### src/rtl/walk_light_ctrl_pkg.sv
// Shared types and constants for the pedestrian walk-light controller.
// State encoding is exported on state_o, so keep these values stable.
package walk_light_ctrl_pkg;

  typedef enum logic [2:0] {
    CAR_GREEN  = 3'd0,
    CAR_YELLOW = 3'd1,
    ALL_RED    = 3'd2,
    WALK       = 3'd3,
    WALK_FLASH = 3'd4,
    CLEAR_RED  = 3'd5
  } wl_state_e;

  localparam int unsigned DEF_G_SEC     = 4;
  localparam int unsigned DEF_Y_SEC     = 2;
  localparam int unsigned DEF_AR_SEC    = 1;
  localparam int unsigned DEF_CR_SEC    = 1;
  localparam int unsigned DEF_W_SEC     = 5;
  localparam int unsigned DEF_WF_SEC    = 3;
  localparam int unsigned DEF_BLINK_CYC = 12500000;

  // The external timer takes a single BCD-style digit: keep loads in 1..9.
  function automatic logic [3:0] clamp_sec(input int unsigned sec);
    if (sec == 0)
      clamp_sec = 4'd1;
    else if (sec > 9)
      clamp_sec = 4'd9;
    else
      clamp_sec = 4'(sec);
  endfunction

endpackage

### src/rtl/walk_light_ctrl_ped_btn_sync.sv
// Two-flop synchronizer for the raw push-button plus a one-cycle
// rising-edge pulse taken from the synchronized (metastability-safe) stage.
module ped_btn_sync (
  input  logic clk,
  input  logic rst,
  input  logic btn_in,
  output logic rise_o
);

  logic sync1, sync2, sync2_d;

  always_ff @(posedge clk or posedge rst) begin
    if (rst) begin
      sync1   <= 1'b0;
      sync2   <= 1'b0;
      sync2_d <= 1'b0;
    end else begin
      sync1   <= btn_in;
      sync2   <= sync1;
      sync2_d <= sync2;
    end
  end

  assign rise_o = sync2 & ~sync2_d;

endmodule

### src/rtl/walk_light_ctrl.sv
// Pedestrian crossing controller: sequences car/walk lamps against an
// external seconds countdown timer, loading it once on each state entry.
//
// state      | meaning
// CAR_GREEN  | cars go; waits for timer expiry and a pedestrian request
// CAR_YELLOW | cars warned to stop
// ALL_RED    | everything red before the walk phase
// WALK       | steady walk lamp
// WALK_FLASH | walk lamp blinking, crossing ending
// CLEAR_RED  | everything red while the crossing clears
import walk_light_ctrl_pkg::*;

module walk_light_ctrl #(
  parameter int unsigned G_SEC     = DEF_G_SEC,
  parameter int unsigned Y_SEC     = DEF_Y_SEC,
  parameter int unsigned AR_SEC    = DEF_AR_SEC,
  parameter int unsigned CR_SEC    = DEF_CR_SEC,
  parameter int unsigned W_SEC     = DEF_W_SEC,
  parameter int unsigned WF_SEC    = DEF_WF_SEC,
  parameter int unsigned BLINK_CYC = DEF_BLINK_CYC
) (
  input  logic       clk,
  input  logic       rst,
  input  logic       ped_btn,
  input  logic [3:0] tmr_cur_sec,
  output logic       tmr_set,
  output logic [3:0] tmr_new_sec,
  output logic       car_r,
  output logic       car_y,
  output logic       car_g,
  output logic       walk_g,
  output logic       walk_r,
  output logic       ped_wait,
  output logic [2:0] state_o
);

  localparam int CNT_W = (BLINK_CYC > 1) ? $clog2(BLINK_CYC) : 1;
  localparam logic [CNT_W-1:0] CNT_LAST = CNT_W'(BLINK_CYC - 1);

  localparam logic [3:0] G_T  = clamp_sec(G_SEC);
  localparam logic [3:0] Y_T  = clamp_sec(Y_SEC);
  localparam logic [3:0] AR_T = clamp_sec(AR_SEC);
  localparam logic [3:0] CR_T = clamp_sec(CR_SEC);
  localparam logic [3:0] W_T  = clamp_sec(W_SEC);
  localparam logic [3:0] WF_T = clamp_sec(WF_SEC);

  wl_state_e        state, state_nxt;
  logic             load_q;
  logic             ped_req;
  logic             btn_rise;
  logic             expired;
  logic             enter_walk;
  logic             enter_flash;
  logic [CNT_W-1:0] blink_cnt;
  logic             blink;

  ped_btn_sync u_sync (
    .clk    (clk),
    .rst    (rst),
    .btn_in (ped_btn),
    .rise_o (btn_rise)
  );

  // The timer still shows the previous state's 0 during the load cycle.
  assign expired     = ~load_q && (tmr_cur_sec == 4'd0);
  assign enter_walk  = (state_nxt == WALK) && (state != WALK);
  assign enter_flash = (state_nxt == WALK_FLASH) && (state != WALK_FLASH);

  always_comb begin
    state_nxt = state;
    case (state)
      CAR_GREEN:  if (expired && ped_req) state_nxt = CAR_YELLOW;
      CAR_YELLOW: if (expired) state_nxt = ALL_RED;
      ALL_RED:    if (expired) state_nxt = WALK;
      WALK:       if (expired) state_nxt = WALK_FLASH;
      WALK_FLASH: if (expired) state_nxt = CLEAR_RED;
      CLEAR_RED:  if (expired) state_nxt = CAR_GREEN;
      default:    state_nxt = CAR_GREEN;
    endcase
  end

  always_ff @(posedge clk or posedge rst) begin
    if (rst) begin
      state  <= CAR_GREEN;
      load_q <= 1'b1;
    end else begin
      state  <= state_nxt;
      load_q <= (state_nxt != state);
    end
  end

  always_ff @(posedge clk or posedge rst) begin
    if (rst)
      ped_req <= 1'b0;
    else if (enter_walk)
      ped_req <= 1'b0;
    else if (btn_rise && (state != WALK) && (state != WALK_FLASH))
      ped_req <= 1'b1;
  end

  always_ff @(posedge clk or posedge rst) begin
    if (rst) begin
      blink_cnt <= '0;
      blink     <= 1'b1;
    end else if (enter_flash) begin
      blink_cnt <= '0;
      blink     <= 1'b1;
    end else if (state == WALK_FLASH) begin
      if (blink_cnt == CNT_LAST) begin
        blink_cnt <= '0;
        blink     <= ~blink;
      end else begin
        blink_cnt <= blink_cnt + 1'b1;
      end
    end
  end

  always_comb begin
    car_r       = 1'b0;
    car_y       = 1'b0;
    car_g       = 1'b0;
    walk_g      = 1'b0;
    walk_r      = 1'b0;
    tmr_new_sec = G_T;
    case (state)
      CAR_GREEN:  begin car_g = 1'b1; walk_r = 1'b1; tmr_new_sec = G_T;  end
      CAR_YELLOW: begin car_y = 1'b1; walk_r = 1'b1; tmr_new_sec = Y_T;  end
      ALL_RED:    begin car_r = 1'b1; walk_r = 1'b1; tmr_new_sec = AR_T; end
      WALK:       begin car_r = 1'b1; walk_g = 1'b1; tmr_new_sec = W_T;  end
      WALK_FLASH: begin car_r = 1'b1; walk_g = blink; tmr_new_sec = WF_T; end
      CLEAR_RED:  begin car_r = 1'b1; walk_r = 1'b1; tmr_new_sec = CR_T; end
      default:    begin car_g = 1'b1; walk_r = 1'b1; tmr_new_sec = G_T;  end
    endcase
  end

  assign tmr_set  = load_q;
  assign ped_wait = ped_req;
  assign state_o  = state;

endmodule

### config.mk
export PLATFORM = sky130hd
export DESIGN_NAME = walk_light_ctrl
export DESIGN_NICKNAME = d
export VERILOG_FILES = /design/src/rtl/walk_light_ctrl_pkg.sv /design/src/rtl/walk_light_ctrl_ped_btn_sync.sv /design/src/rtl/walk_light_ctrl.sv
export SDC_FILE = /design/constraint.sdc
export NUM_CORES = 1
export LEC_CHECK = 0
export CAP_MARGIN = 5
export CELL_PAD_IN_SITES_DETAIL_PLACEMENT = 1
export CELL_PAD_IN_SITES_GLOBAL_PLACEMENT = 1
export CORE_MARGIN = 10
export CORE_UTILIZATION = 42
export DETAILED_ROUTE_END_ITERATION = 10
export PLACE_DENSITY = 0.81
export SLEW_MARGIN = 20
export SYNTH_ARGS = -nofsm -noshare
export SYNTH_HDL_FRONTEND = slang
export SYNTH_HIERARCHICAL = 1
export SYNTH_SLANG_ARGS = --single-unit
### constraint.sdc
create_clock -name clk -period 2.5 [get_ports clk]
set_clock_uncertainty 0.2 [all_clocks]
set_input_delay 0.5 -clock clk [delete_from_list [all_inputs] [get_ports clk]]
set_output_delay 0.5 -clock clk [all_outputs]
set_load 0.02 [all_outputs]
Word-level counts from Yosys, hierarchy flattened
Cells that the tools add are included.
- add/subtract/negate cells: 1
- multipliers: 0
- divide/modulo/power cells: 0
- order comparisons: 0
- equal/unequal tests: 11
- shifts and indexed selects: 0
- multiplexer cells: 21
- bitwise gates (word level): 4
- reductions and logical operators: 16
- operator list (kind ; count):
    24-bit two-way mux ; 3
    24-bit by 1-bit adder with 24-bit output, second input constant ; 1
    24-bit equality test, second input constant ; 1
    3-bit two-way mux ; 6
    3-bit one-hot mux with 6 select lines ; 1
    3-bit one-hot mux with 4 select lines ; 1
    3-bit by 2-bit equality test with 1-bit output, second input constant ; 3
    3-bit equality test, second input constant ; 3
    1-bit two-way mux ; 9
    1-bit logical AND ; 6
    2-bit nonzero test ; 3
    5-bit OR reduction ; 1
    4-bit zero test ; 1
    2-bit OR reduction ; 2
    4-bit OR reduction ; 1
    3-bit by 1-bit equality test with 1-bit output, second input constant ; 1
    3-bit zero test ; 1
    3-bit by 2-bit inequality test with 1-bit output, second input constant ; 1
    3-bit inequality test ; 1
    3-bit inequality test, second input constant ; 1
    1-bit inverter ; 3
    1-bit one-hot mux with 2 select lines ; 1
    2-bit AND reduction ; 1
    1-bit AND ; 1
- flip-flop bits (word level): 33
- bits in latches: 0
- bits in writable memories: 0
- bits in read-only memories: 0
- memories: 0

Longest topological paths before layout
- depth in word-level cells: 9
- depth in mapped cells: 8
- depth with buffers taken out: 6

By module
Netlist, hierarchy kept.
- modules (own cells, without submodules) (module ; times used ; cells each ; area an instance (µm²)):
    walk_light_ctrl ; 1 ; 209 ; 1798.0
    ped_btn_sync ; 1 ; 5 ; 92.6

Worst setup path after synthesis
Ideal clock, no wire load.
- path kind: register -> output
- start point: reg state[0], in the netlist state_o[0]
- end point: out tmr_new_sec[1]
- arrival: 1.645 ns
- required time: 1.800 ns
- setup slack: 0.155 ns
- stages on the path, launching flop included: 4
- buffers on the path: 1
- cells stage by stage: dfrtp_1 -> clkbuf_1 -> nor3b_1 -> or2_2
- longest elaborated chain between the ends: 3
- ends and longest elaborated chain (element ; RTL line ; source):
    start: declaration ; walk_light_ctrl.sv:47 ; wl_state_e state, state_nxt;
    start signal: assignment ; walk_light_ctrl.sv:87 ; state <= state_nxt;
    3-bit equality test or 3-bit by 2-bit equality test with 1-bit output (tied branches) ; walk_light_ctrl.sv:125 ; case (state)
    2-bit OR reduction (no source line) ; -- ;
    3-bit one-hot mux with 4 select lines (*) ; walk_light_ctrl.sv:125 ;
    end: declaration ; walk_light_ctrl.sv:27 ; output logic [3:0] tmr_new_sec,
Every way passes the cells marked *; elsewhere a longest branch is shown, timed or not.

Final worst setup path
- start point: reg state[1], in the netlist state_o[1]
- end point: out tmr_new_sec[1]
The elaborated chain is that of the path after synthesis.

==> metrics.md <==
| Metric | Value |
|---|---|
| Post-place instance area | `0.00220 mm2` |
| Data required time of the critical path | `1800 ps` |
| Highest metal layer with signal wires | `met4` |
| Leakage power | `0.980 nW` |
| Pins over their slew limit | `0` |
| DP Cell Count | `288` |
| Nets@finish | `251` |
| Sequential area share after synthesis | `0.438` |
| Mapped Cells | `214` |
| Number of distinct library cells after synthesis | `50` |
| Comb pwr share | `0.389` |
| Final std cells w/o fill | `296` |
| Clock slew seen by the registers of the worst setup and hold paths | `70 ps` |
| List of cells traversed by the critical path | `nor2_1 -> and2_2 -> or2_2 -> dlygate4sd2_1` |
| Maximum fanout encountered on the critical timing path | `8` |
| Final cycle utilization of the critical path | `0.937` |
| Routed Antenna Nets | `0` |
| Capturing element type of the critical path | `primary output` |
| Most frequent standard cell in the layout excluding fill and tap cells | `nand2_1` |
| Combinational family with the most area after synthesis | `simple AND/OR/NAND/NOR gates` |
| Peak supply drop | `0.511 mV` |
| Overall power consumption | `0.00241 W` |
| Number of enable flip-flop cells after synthesis | `0` |
| Part of the total power dissipated in sequential elements | `0.444` |
| Largest stage delay, worst path | `430 ps` |
| P_sw | `0.00104 W` |
| Post-synthesis adder-cell area fraction | `0.00662` |
| Die ar. | `0.00758 mm2` |
| Hold Buf Count CTS | `0` |
| Primary FF master, synth | `dfrtp_1` |
| Hold crit path type | `flop to flop` |
| Category of the critical setup timing path | `flop to primary output` |
| Switching share of power | `0.430` |
| Standard-cell row count | `24` |
| Synth Area in Compound Gates | `0.190` |
| Max-cap check violation count | `0` |
| Num Clock Sinks | `33` |
| Setup repair after global routing missed its margin | `false` |
| Largest net degree at the start of global routing | `31` |
| Via count of the first global-routing pass | `1,761` |
| Remaining global-route overflow | `0` |
| Cell-internal power | `0.00138 W` |
| Power per standard cell area | `1060 mW/mm2` |
| TritonCTS clock tree | `done` |
| Internal reg-to-reg setup slack | `340 ps` |
| 1st-pass router iterations | `4` |
| Die height | `87.1 um` |
| # DRC | `0` |
| Mapped cell area | `0.00189 mm2` |
| Post-DP HPWL | `3770 um` |
| First-pass GRT wire length | `8730 um` |
| I/O pins | `21` |
| Final RePlAce weighted congestion | `0.785` |
| Number of clock buffers inserted by TritonCTS | `5` |
| Mux contribution to synthesized area | `0.0165` |
| Met2 Routed Length | `2500 um` |
| Warnings from Yosys | `6` |
| Crit-path leading delay family | `simple AND/OR/NAND/NOR gates` |
| Total GRT Usage | `0.143` |
| CTS root buffer | `clkbuf_8` |
| Layout cell share with drive strength beyond 1 | `0.176` |
| Amount of wire on met3 after detailed routing | `190 um` |
| Floorplan Core Area | `0.00435 mm2` |
| Clock network power share | `0.168` |
| Setup slack after layout | `158 ps` |
| Share of synthesized registers carrying an async set or reset | `1.00` |
| Initial core utilization | `0.434` |
| Die Width | `87.1 um` |
| Final Cell Area | `0.00228 mm2` |
| Commonest cells after routing, fill and taps aside | `nand2_1 (34), dfrtp_1 (30), buf_4 (14)` |
| Xor and xnor fraction of the mapped netlist area | `0.00927` |
| Arr. time, crit path | `1640 ps` |
| Pre-CTS WS | `-86.8 ps` |
| Synthesized flop and latch total | `33` |
| Number of antenna violations at the first check in global routing | `0` |
| Setup Buffers After CTS | `0` |
| Met1 layer wirelength in the final routing | `2320 um` |
| Fmax | `427 MHz` |
| Number of violations reported at the end of detailed-routing iteration 0 | `64` |
| Ant. Diodes | `0` |
| Clock period minus worst slack | `2340 ps` |
| Number of filler instances in the final layout | `512` |
| Crit-path slowest cell | `dfrtp_2` |
| Type of element launching the critical path | `flop` |
| Final count of hold timing violations | `0` |
| Number of I/O port buffers | `19` |
| # setup viols final | `0` |
| Skew-Pair Late Insertion Delay | `290 ps` |
| CP bufs+invs | `1` |
| WL final | `5110 um` |
| Status | `completed` |
| Post-synth net total | `222` |
| Simple-Gate Fraction of Synth Area | `0.286` |
| Vias after detailed routing | `1,748` |
| Max H-tree Level | `2` |
| Maximum buffer depth of the clock tree | `2` |
| Synthesis-to-layout area growth | `20.8%` |
| WL per Instance | `17.3 um` |
| Via density per instance | `5.91` |
| Synthesized area divided by synthesized cell count | `8.83 um2` |
==> flip-flops by register name (all words and copies together), names as in the netlist <==
name	flops
tmr_set	1
u_sync/sync2	1
ped_wait	1
u_sync/sync2_d	1
state_o	3
blink_cnt	24
u_sync/sync1	1
blink	1
==> logic make-up after synthesis <==
family          Yosys count
fa+ha+maj                 1
flops                    33
xor+xnor                  2
simple gates            103
mux                       3
buf+inv                  17
other cells               1
compound gates           54
==> power groups by stage <==
| stage | Combinational, W | Clock (W) | Sequential, W |
|---|---|---|---|
| after CTS | 0.000958 | 0.000411 | 0.00107 |
| after global placement | 0.000957 | 0 | 0.00106 |
| final | 0.000939 | 0.000405 | 0.00107 |
| after detailed placement | 0.000995 | 0 | 0.00107 |
| after global routing | 0.00105 | 0.000437 | 0.00112 |
| after floorplan | 0.000649 | 0 | 0.000982 |
==> metrics by stage <==
stage | util | hold WS, ps | TNS (ps)
after floorplan | - | 53.6 | 0
after global placement | 0.504 | 135 | -38.5
after detailed placement | 0.504 | 158 | -730
after CTS | 0.523 | 174 | 0
after global routing | 0.525 | 181 | 0
final | 0.525 | 171 | 0
==> cell usage after synthesis, types with 2 or more instances <==
cell	count	area, um2
a21oi_1	11	55.1
a22o_1	2	17.5
a31oi_1	12	75.1
a32oi_1	3	26.3
a41oi_1	3	26.3
and2_1	3	18.8
and3_1	2	12.5
and4_1	2	17.5
buf_6	4	45.0
clkbuf_1	7	26.3
dfrtp_1	31	776
dfstp_2	2	52.6
inv_1	5	18.8
mux2i_1	2	20.0
nand2_1	34	128
nand3_1	12	60.1
nand4_1	6	37.5
nor2_1	13	48.8
nor2b_1	2	12.5
nor3_1	6	30.0
nor4_1	4	25.0
o211ai_1	4	30.0
o21ai_0	11	55.1
o31a_2	2	20.0
or2_2	3	18.8
or3_1	3	18.8
or4_1	2	15.0
==> repair_timing <==
item	4_1_cts	5_1_grt
setup endpoints to repair	8	3
pin swaps	0	0
resized for setup	9	3
gates cloned	0	0
==> routing by layer <==
metal  global-route usage  vias to the layer above
met3               0.0356                        7
met1                0.179                      870
met4               0.0507                        0
li1                     -                      845
met2                0.231                       26
met5                    0                        -
==> layout make-up <==
type | count | area (um2) | area share
clock buffers | 5 | 68.8 | 0.0301
clock inverters | 3 | 17.5 | 0.00767
inverters | 5 | 18.8 | 0.00821
multi-input cells | 164 | 972 | 0.426
flip-flops and latches | 33 | 830 | 0.363
well taps | 52 | 65.1 | 0.0285
repair buffers | 34 | 313 | 0.137
==> worst paths after layout <==
kind / depth (start not counted) / end / from
hold reg to reg: 0 / u_sync/sync2$_DFF_PP0_ / u_sync/sync1$_DFF_PP0_
setup reg to reg: 7 / blink_cnt[7]$_DFFE_PP0P_ / blink_cnt[1]$_DFFE_PP0P_
setup / recovery: 4 / tmr_new_sec[1] / state_o[1]$_DFF_PP0_
max in group asynchronous: 3 / tmr_set$_DFF_PP1_ / rst
min in group asynchronous: 2 / u_sync/sync2$_DFF_PP0_ / rst
hold / removal: 0 / u_sync/sync2$_DFF_PP0_ / u_sync/sync1$_DFF_PP0_
Power figures use the tool's default switching activity.
